$ cat src/rtl/move_cmd_pkg.sv
// Shared definitions for the move command generator: one-hot command codes,
// FSM encodings and the fixed UP>DOWN>LEFT>RIGHT press priority.
package move_cmd_pkg;

  localparam logic [3:0] CMD_NONE  = 4'b0000;
  localparam logic [3:0] CMD_UP    = 4'b0001;
  localparam logic [3:0] CMD_DOWN  = 4'b0010;
  localparam logic [3:0] CMD_LEFT  = 4'b0100;
  localparam logic [3:0] CMD_RIGHT = 4'b1000;

  typedef enum logic [1:0] {
    IDLE = 2'b00,
    PEND = 2'b01,
    LOCK = 2'b10
  } state_t;

  // Bit order of p matches the command codes: [0]=up [1]=down [2]=left [3]=right.
  function automatic logic [3:0] prio_sel(input logic [3:0] p);
    if (p[0])      return CMD_UP;
    else if (p[1]) return CMD_DOWN;
    else if (p[2]) return CMD_LEFT;
    else if (p[3]) return CMD_RIGHT;
    else           return CMD_NONE;
  endfunction

endpackage

$ cat src/rtl/btn_debounce.sv
// One push-button: 2-flop synchroniser, stability counter and press-edge detect.
// The debounced level is exported only when AUTO_REPEAT_EN is defined.
module btn_debounce #(
  parameter int unsigned DB_CYCLES = 500000
) (
  input  logic Clk,
  input  logic Reset_n,
  input  logic btn,
`ifdef AUTO_REPEAT_EN
  output logic level,
`endif
  output logic press
);

  localparam int unsigned CW = (DB_CYCLES > 2) ? $clog2(DB_CYCLES) : 1;

  logic          sync0;
  logic          sync1;
  logic          db;
  logic          db_q;
  logic [CW-1:0] cnt;

  // Counter runs only while the synced input disagrees with the debounced level.
  always_ff @(posedge Clk or negedge Reset_n) begin
    if (!Reset_n) begin
      sync0 <= 1'b0;
      sync1 <= 1'b0;
      db    <= 1'b0;
      db_q  <= 1'b0;
      cnt   <= '0;
    end else begin
      sync0 <= btn;
      sync1 <= sync0;
      db_q  <= db;
      if (sync1 != db) begin
        if (cnt == CW'(DB_CYCLES - 1)) begin
          db  <= sync1;
          cnt <= '0;
        end else begin
          cnt <= cnt + 1'b1;
        end
      end else begin
        cnt <= '0;
      end
    end
  end

  assign press = db & ~db_q;

`ifdef AUTO_REPEAT_EN
  assign level = db;
`endif

endmodule

$ cat src/rtl/move_cmd_gen.sv
// Turns four raw buttons into one-cycle move pulses for the 2048 game FSM.
// Optional AUTO_REPEAT_EN: re-issues a held button after RPT_DELAY, then every RPT_PERIOD.
//
//  state | meaning
//  IDLE  | waiting for a press (or repeat)
//  PEND  | command captured, waiting for ready
//  LOCK  | pulse issued, waiting for ready to drop
module move_cmd_gen
  import move_cmd_pkg::*;
#(
  parameter int unsigned DB_CYCLES  = 500000,
  parameter int unsigned RPT_DELAY  = 25000000,
  parameter int unsigned RPT_PERIOD = 10000000
) (
  input  logic        Clk,
  input  logic        Reset_n,
  input  logic        BtnU,
  input  logic        BtnD,
  input  logic        BtnL,
  input  logic        BtnR,
  input  logic        ready,
  output logic        up,
  output logic        down,
  output logic        left,
  output logic        right,
  output logic        cmd_pending,
  output logic [15:0] move_count
);

  if (DB_CYCLES < 2 || RPT_DELAY < 1 || RPT_PERIOD < 1) begin : g_bad_cfg
    $error("move_cmd_gen: DB_CYCLES must be >= 2 and repeat intervals >= 1");
  end

  logic [3:0] btn_raw;
  logic [3:0] press;
  logic [3:0] cap_cmd;
  logic [3:0] cmd;
  logic [3:0] pulse;
  state_t     state;

  assign btn_raw = {BtnR, BtnL, BtnD, BtnU};

`ifdef AUTO_REPEAT_EN
  logic [3:0] db_lvl;
`endif

  for (genvar i = 0; i < 4; i++) begin : g_btn
    btn_debounce #(
      .DB_CYCLES(DB_CYCLES)
    ) u_db (
      .Clk     (Clk),
      .Reset_n (Reset_n),
      .btn     (btn_raw[i]),
`ifdef AUTO_REPEAT_EN
      .level   (db_lvl[i]),
`endif
      .press   (press[i])
    );
  end

`ifdef AUTO_REPEAT_EN
  logic [3:0]  rpt_btn;
  logic [31:0] rpt_cnt;
  logic        rpt_held;
  logic        rpt_fire;

  assign rpt_held = |(rpt_btn & db_lvl);
  assign rpt_fire = rpt_held && (rpt_cnt == 32'd0);

  // Tracking starts on a fresh captured press; the timer keeps running outside IDLE.
  always_ff @(posedge Clk or negedge Reset_n) begin
    if (!Reset_n) begin
      rpt_btn <= CMD_NONE;
      rpt_cnt <= 32'd0;
    end else if (state == IDLE && press != 4'b0000) begin
      rpt_btn <= prio_sel(press);
      rpt_cnt <= 32'(RPT_DELAY - 1);
    end else if (rpt_btn != CMD_NONE) begin
      if (!rpt_held) begin
        rpt_btn <= CMD_NONE;
        rpt_cnt <= 32'd0;
      end else if (rpt_cnt == 32'd0) begin
        rpt_cnt <= 32'(RPT_PERIOD - 1);
      end else begin
        rpt_cnt <= rpt_cnt - 32'd1;
      end
    end
  end
`endif

  always_comb begin
    cap_cmd = prio_sel(press);
`ifdef AUTO_REPEAT_EN
    if (cap_cmd == CMD_NONE && rpt_fire) cap_cmd = rpt_btn;
`endif
  end

  always_ff @(posedge Clk or negedge Reset_n) begin
    if (!Reset_n) begin
      state       <= IDLE;
      cmd         <= CMD_NONE;
      pulse       <= CMD_NONE;
      cmd_pending <= 1'b0;
      move_count  <= 16'd0;
    end else begin
      pulse <= CMD_NONE;
      case (state)
        IDLE: begin
          if (cap_cmd != CMD_NONE) begin
            cmd         <= cap_cmd;
            cmd_pending <= 1'b1;
            state       <= PEND;
          end
        end
        PEND: begin
          if (ready) begin
            pulse       <= cmd;
            cmd_pending <= 1'b0;
            move_count  <= move_count + 16'd1;
            state       <= LOCK;
          end
        end
        LOCK: begin
          if (!ready) state <= IDLE;
        end
        default: begin
          state       <= IDLE;
          cmd_pending <= 1'b0;
        end
      endcase
    end
  end

  assign up    = pulse[0];
  assign down  = pulse[1];
  assign left  = pulse[2];
  assign right = pulse[3];

endmodule
$ cat config.mk
export PLATFORM = sky130hd
export DESIGN_NAME = move_cmd_gen
export DESIGN_NICKNAME = d
export VERILOG_FILES = /design/src/rtl/move_cmd_pkg.sv /design/src/rtl/btn_debounce.sv /design/src/rtl/move_cmd_gen.sv
export SDC_FILE = /design/constraint.sdc
export NUM_CORES = 1
export LEC_CHECK = 0
export ABC_AREA = 1
export CAP_MARGIN = 20
export CORE_AREA = 5 5 117 119
export DETAILED_ROUTE_END_ITERATION = 6
export DIE_AREA = 0 0 122 124
export HOLD_SLACK_MARGIN = 0.1
export PLACE_DENSITY = 0.67
export SLEW_MARGIN = 20
export SYNTH_ARGS = -nofsm -noshare
export SYNTH_HDL_FRONTEND = slang
export SYNTH_SLANG_ARGS = --single-unit
$ cat constraint.sdc
create_clock -name Clk -period 1.6 [get_ports Clk]
set_input_delay 0.32 -clock Clk [delete_from_list [all_inputs] [get_ports Clk]]
set_output_delay 0.32 -clock Clk [all_outputs]
set_load 0.005 [all_outputs]
==> key figures <==
Timing
  – Rel. slew slack: 0.753
  – Setup-failing EPs final: 0
  – Final min period: 1540 ps
  – Least-Margin Pin Slew: 370 ps
  – Clk_skew: 7.30 ps
  – Final worst path period share: 0.962
  – Final Hold Viols: 0
  – Pins Over Slew Limit: 0
  – Fmax: 650 MHz
  – Min Hold Slack: 339 ps

Status
  – Status: finished, final reports clean

Finish
  – Layout Nets: 865
  – Number of fill cells: 1117
  – Number of diodes: 0
  – Area growth syn-to-layout: 22.0%
  – Ratio of cells with drive above 1 in the final layout: 0.143

Synthesis
  – Sequential element share of the synthesized area: 0.484
  – Mapped Cells: 780
  – Mean post-synth cell area: 7.89 sq um
  – Synth Warn #: 0
  – Yosys reg bits: 119
  – Yosys cell types: 31
  – Syn_nets: 792
  – Mapped Area: 6150 sq um

Global routing
  – Total gr overflow: 0
  – Initial antenna violation count: 0
  – GRT busiest layer: met2
  – Total track usage: 0.179
  – GRT met3 Usage: 0.0595
  – Vias in the first global route: 4807
  – First-pass GRT wire length: 21400 um
  – GRT met2 Usage: 0.291
  – M1 GR Usage: 0.221
  – Pin count of the biggest net entering global routing: 41

Setup path
  – Worst Path Required: 1280 ps
  – Critical Path End Type: output port
  – Worst path bufs/invs: 1
  – Flop-to-flop setup slack: 130 ps
  – Reg2Reg Depth: 7
  – Critical Path Fanout Max: 1
  – Top Family by Delay on Critical Path: buffers and inverters
  – Critical Path Start Type: flip-flop
  – CP max-delay cell: clkdlybuf4s50_1
  – CP arrival: 1220 ps
  – Worst-path cell chain: clkdlybuf4s50_1
  – Setup CP Type: reg -> out
  – R2R Path Start: g_btn[1].u_db.cnt[0]$_DFF_PN0_
  – CP peak stage delay: 490 ps
  – Worst reg2reg endpoint: g_btn[1].u_db.cnt[14]$_DFF_PN0_

Routing
  – WL per Instance: 11.8 um
  – Antenna viol nets, final: 0
  – Initial DRC Count: 327
  – Routed WL: 12200 um
  – Via/cell ratio: 4.73
  – DRC: 0
  – Total iterations of the first detailed-routing run: 6
  – Detailed-route via count: 4904

Die
  – Num rows: 41
  – Core area: 12500 sq um
  – Die X: 122 um
  – Die Ht: 124 um
  – IO Pins: 28
  – Starting Density: 0.494
  – Die area: 15100 sq um

Clocking
  – Clock slew at reported path FFs: 50 ps
  – CTS tree: yes
  – Clock sink total: 119
  – Clock Root Buffer: clkbuf_16
  – Worst skew pair latency: 420 ps
  – TritonCTS buffer count: 17
  – Clock Tree Buf Depth: 2
  – # H-tree levels: 4

Power
  – Peak supply drop: 0.000864 V
  – Pwr Density: 956 nW/um^2
  – Total power: 7.18 mW
  – Pleak: 3.35 nW

Worst hold path
  – Worst Hold End: g_btn[1].u_db.sync0$_DFF_PN0_
  – Worst Min Path Start: BtnD
  – Hold path cells: 1
  – Hold Crit Class: in -> reg

Placement
  – Port bufs: 27
  – DP HPWL: 8730 um
  – Gpl congestion: 0.871

Run
  – Max_cap viols: 0
logic make-up (layout without fill, tap and decap cells):
| kind of cell | after synthesis | in the layout | synth area share |
|---|---|---|---|
| flops | 119 | 119 | 0.484 |
| simple gates | 482 | 482 | 0.347 |
| buf+inv | 100 | 185 | 0.0624 |
| compound gates | 19 | 19 | 0.0179 |
| xor+xnor | 55 | 55 | 0.0783 |
| fa+ha+maj | 5 | 5 | 0.0102 |
final cells by class:
| class | instances | area [sq um] | share of cell area |
|---|---|---|---|
| Clock inverter | 12 | 153 | 0.0203 |
| Multi-Input combinational cell | 561 | 2830 | 0.377 |
| Clock buffer | 19 | 453 | 0.0603 |
| Tap cell | 172 | 215 | 0.0287 |
| Inverter | 97 | 365 | 0.0487 |
| Timing Repair Buffer | 57 | 514 | 0.0685 |
| Sequential cell | 119 | 2980 | 0.397 |
per-stage QoR:
stage               utilization  setup WS [ps]  area, sq um  cells  TNS (ps)
global route              0.602          -5.85         7510   1037     -10.5
finish                    0.602           61.6         7510   1037         0
global placement          0.540          -23.4         6730    988     -32.6
CTS                       0.598           4.08         7460   1037         0
floorplan                     -            265         6150    780         0
detailed placement        0.540          -23.1         6730    988     -41.2
worst max path at each step:
stage | from | to | slack (ps) | cells past startpoint
after floorplan | g_btn[2].u_db.cnt[0]$_DFF_PN0_ | g_btn[2].u_db.cnt[14]$_DFF_PN0_ | 260 | 7
after global placement | ready | move_count[14]$_DFFE_PN0P_ | -20 | 8
after detailed placement | ready | move_count[14]$_DFFE_PN0P_ | -20 | 8
after CTS | move_count[11]$_DFFE_PN0P_ | move_count[11] | 4 | 1
after global routing | g_btn[1].u_db.cnt[0]$_DFF_PN0_ | g_btn[1].u_db.cnt[14]$_DFF_PN0_ | -6 | 7
final | pulse[0]$_DFF_PN0_ | up | 60 | 1
registers in the layout (all words and copies together) (netlist names):
signal	count
cmd	4
cmd_pending	1
g_btn.u_db.cnt	76
g_btn.u_db.db	4
g_btn.u_db.db_q	4
g_btn.u_db.sync0	4
g_btn.u_db.sync1	4
move_count	16
pulse	4
state	2
report_power, final:
group | leakage [nW] | total (mW) | internal [mW] | switching [mW]
clock network | 0.287 | 3.84 | 2.51 | 1.33
registers | 1.61 | 3.09 | 3.06 | 0.0328
logic | 1.45 | 0.247 | 0.0919 | 0.155
placed cells by master, fill, tap and decap left out, types with 11 or more instances in the layout:
| master | instances |
|---|---|
| buf_4 | 28 |
| clkbuf_16 | 17 |
| dfrtp_1 | 119 |
| dlygate4sd2_1 | 15 |
| inv_1 | 89 |
| nand2_1 | 175 |
| nand3_1 | 43 |
| nor2_1 | 184 |
| nor2_2 | 20 |
| nor2_4 | 11 |
| xnor2_1 | 12 |
| xor2_1 | 43 |
per-layer routing:
metal,share of wire,wire (um),vias up
met5,0,0,-
met3,0.035,432,14
met1,0.47,5750,2280
met4,0.015,179,0
li1,-,-,2544
met2,0.48,5820,66
Yosys cell counts (all sizes together):
| cell type | n | area share |
|---|---|---|
| xor2 | 43 | 0.061 |
| dfrtp | 119 | 0.48 |
| buf | 1 | 0.0018 |
| nand3 | 50 | 0.047 |
| nand4 | 10 | 0.010 |
| clkbuf | 2 | 0.0012 |
| a21oi | 5 | 0.0041 |
| inv | 96 | 0.059 |
| o21a | 4 | 0.0049 |
| nand3b | 1 | 0.0012 |
| nor3 | 13 | 0.013 |
| clkinv | 1 | 0.00081 |
| xnor2 | 12 | 0.017 |
| nand2 | 186 | 0.12 |
| o22ai | 1 | 0.0010 |
| o21ai | 9 | 0.0079 |
| or2 | 1 | 0.0010 |
| ha | 5 | 0.010 |
| nor3b | 3 | 0.0037 |
| nor2 | 215 | 0.15 |
| and2 | 3 | 0.0030 |
repair_timing:
item	in CTS	in global routing
gates cloned	0	0
resized for setup	15	16
hold buffers	1	0
setup buffers	17	0
endpoints found under the hold margin	21	0
pin swaps	0	1
setup endpoints to repair	17	28
(Power assumes the default switching activity.)
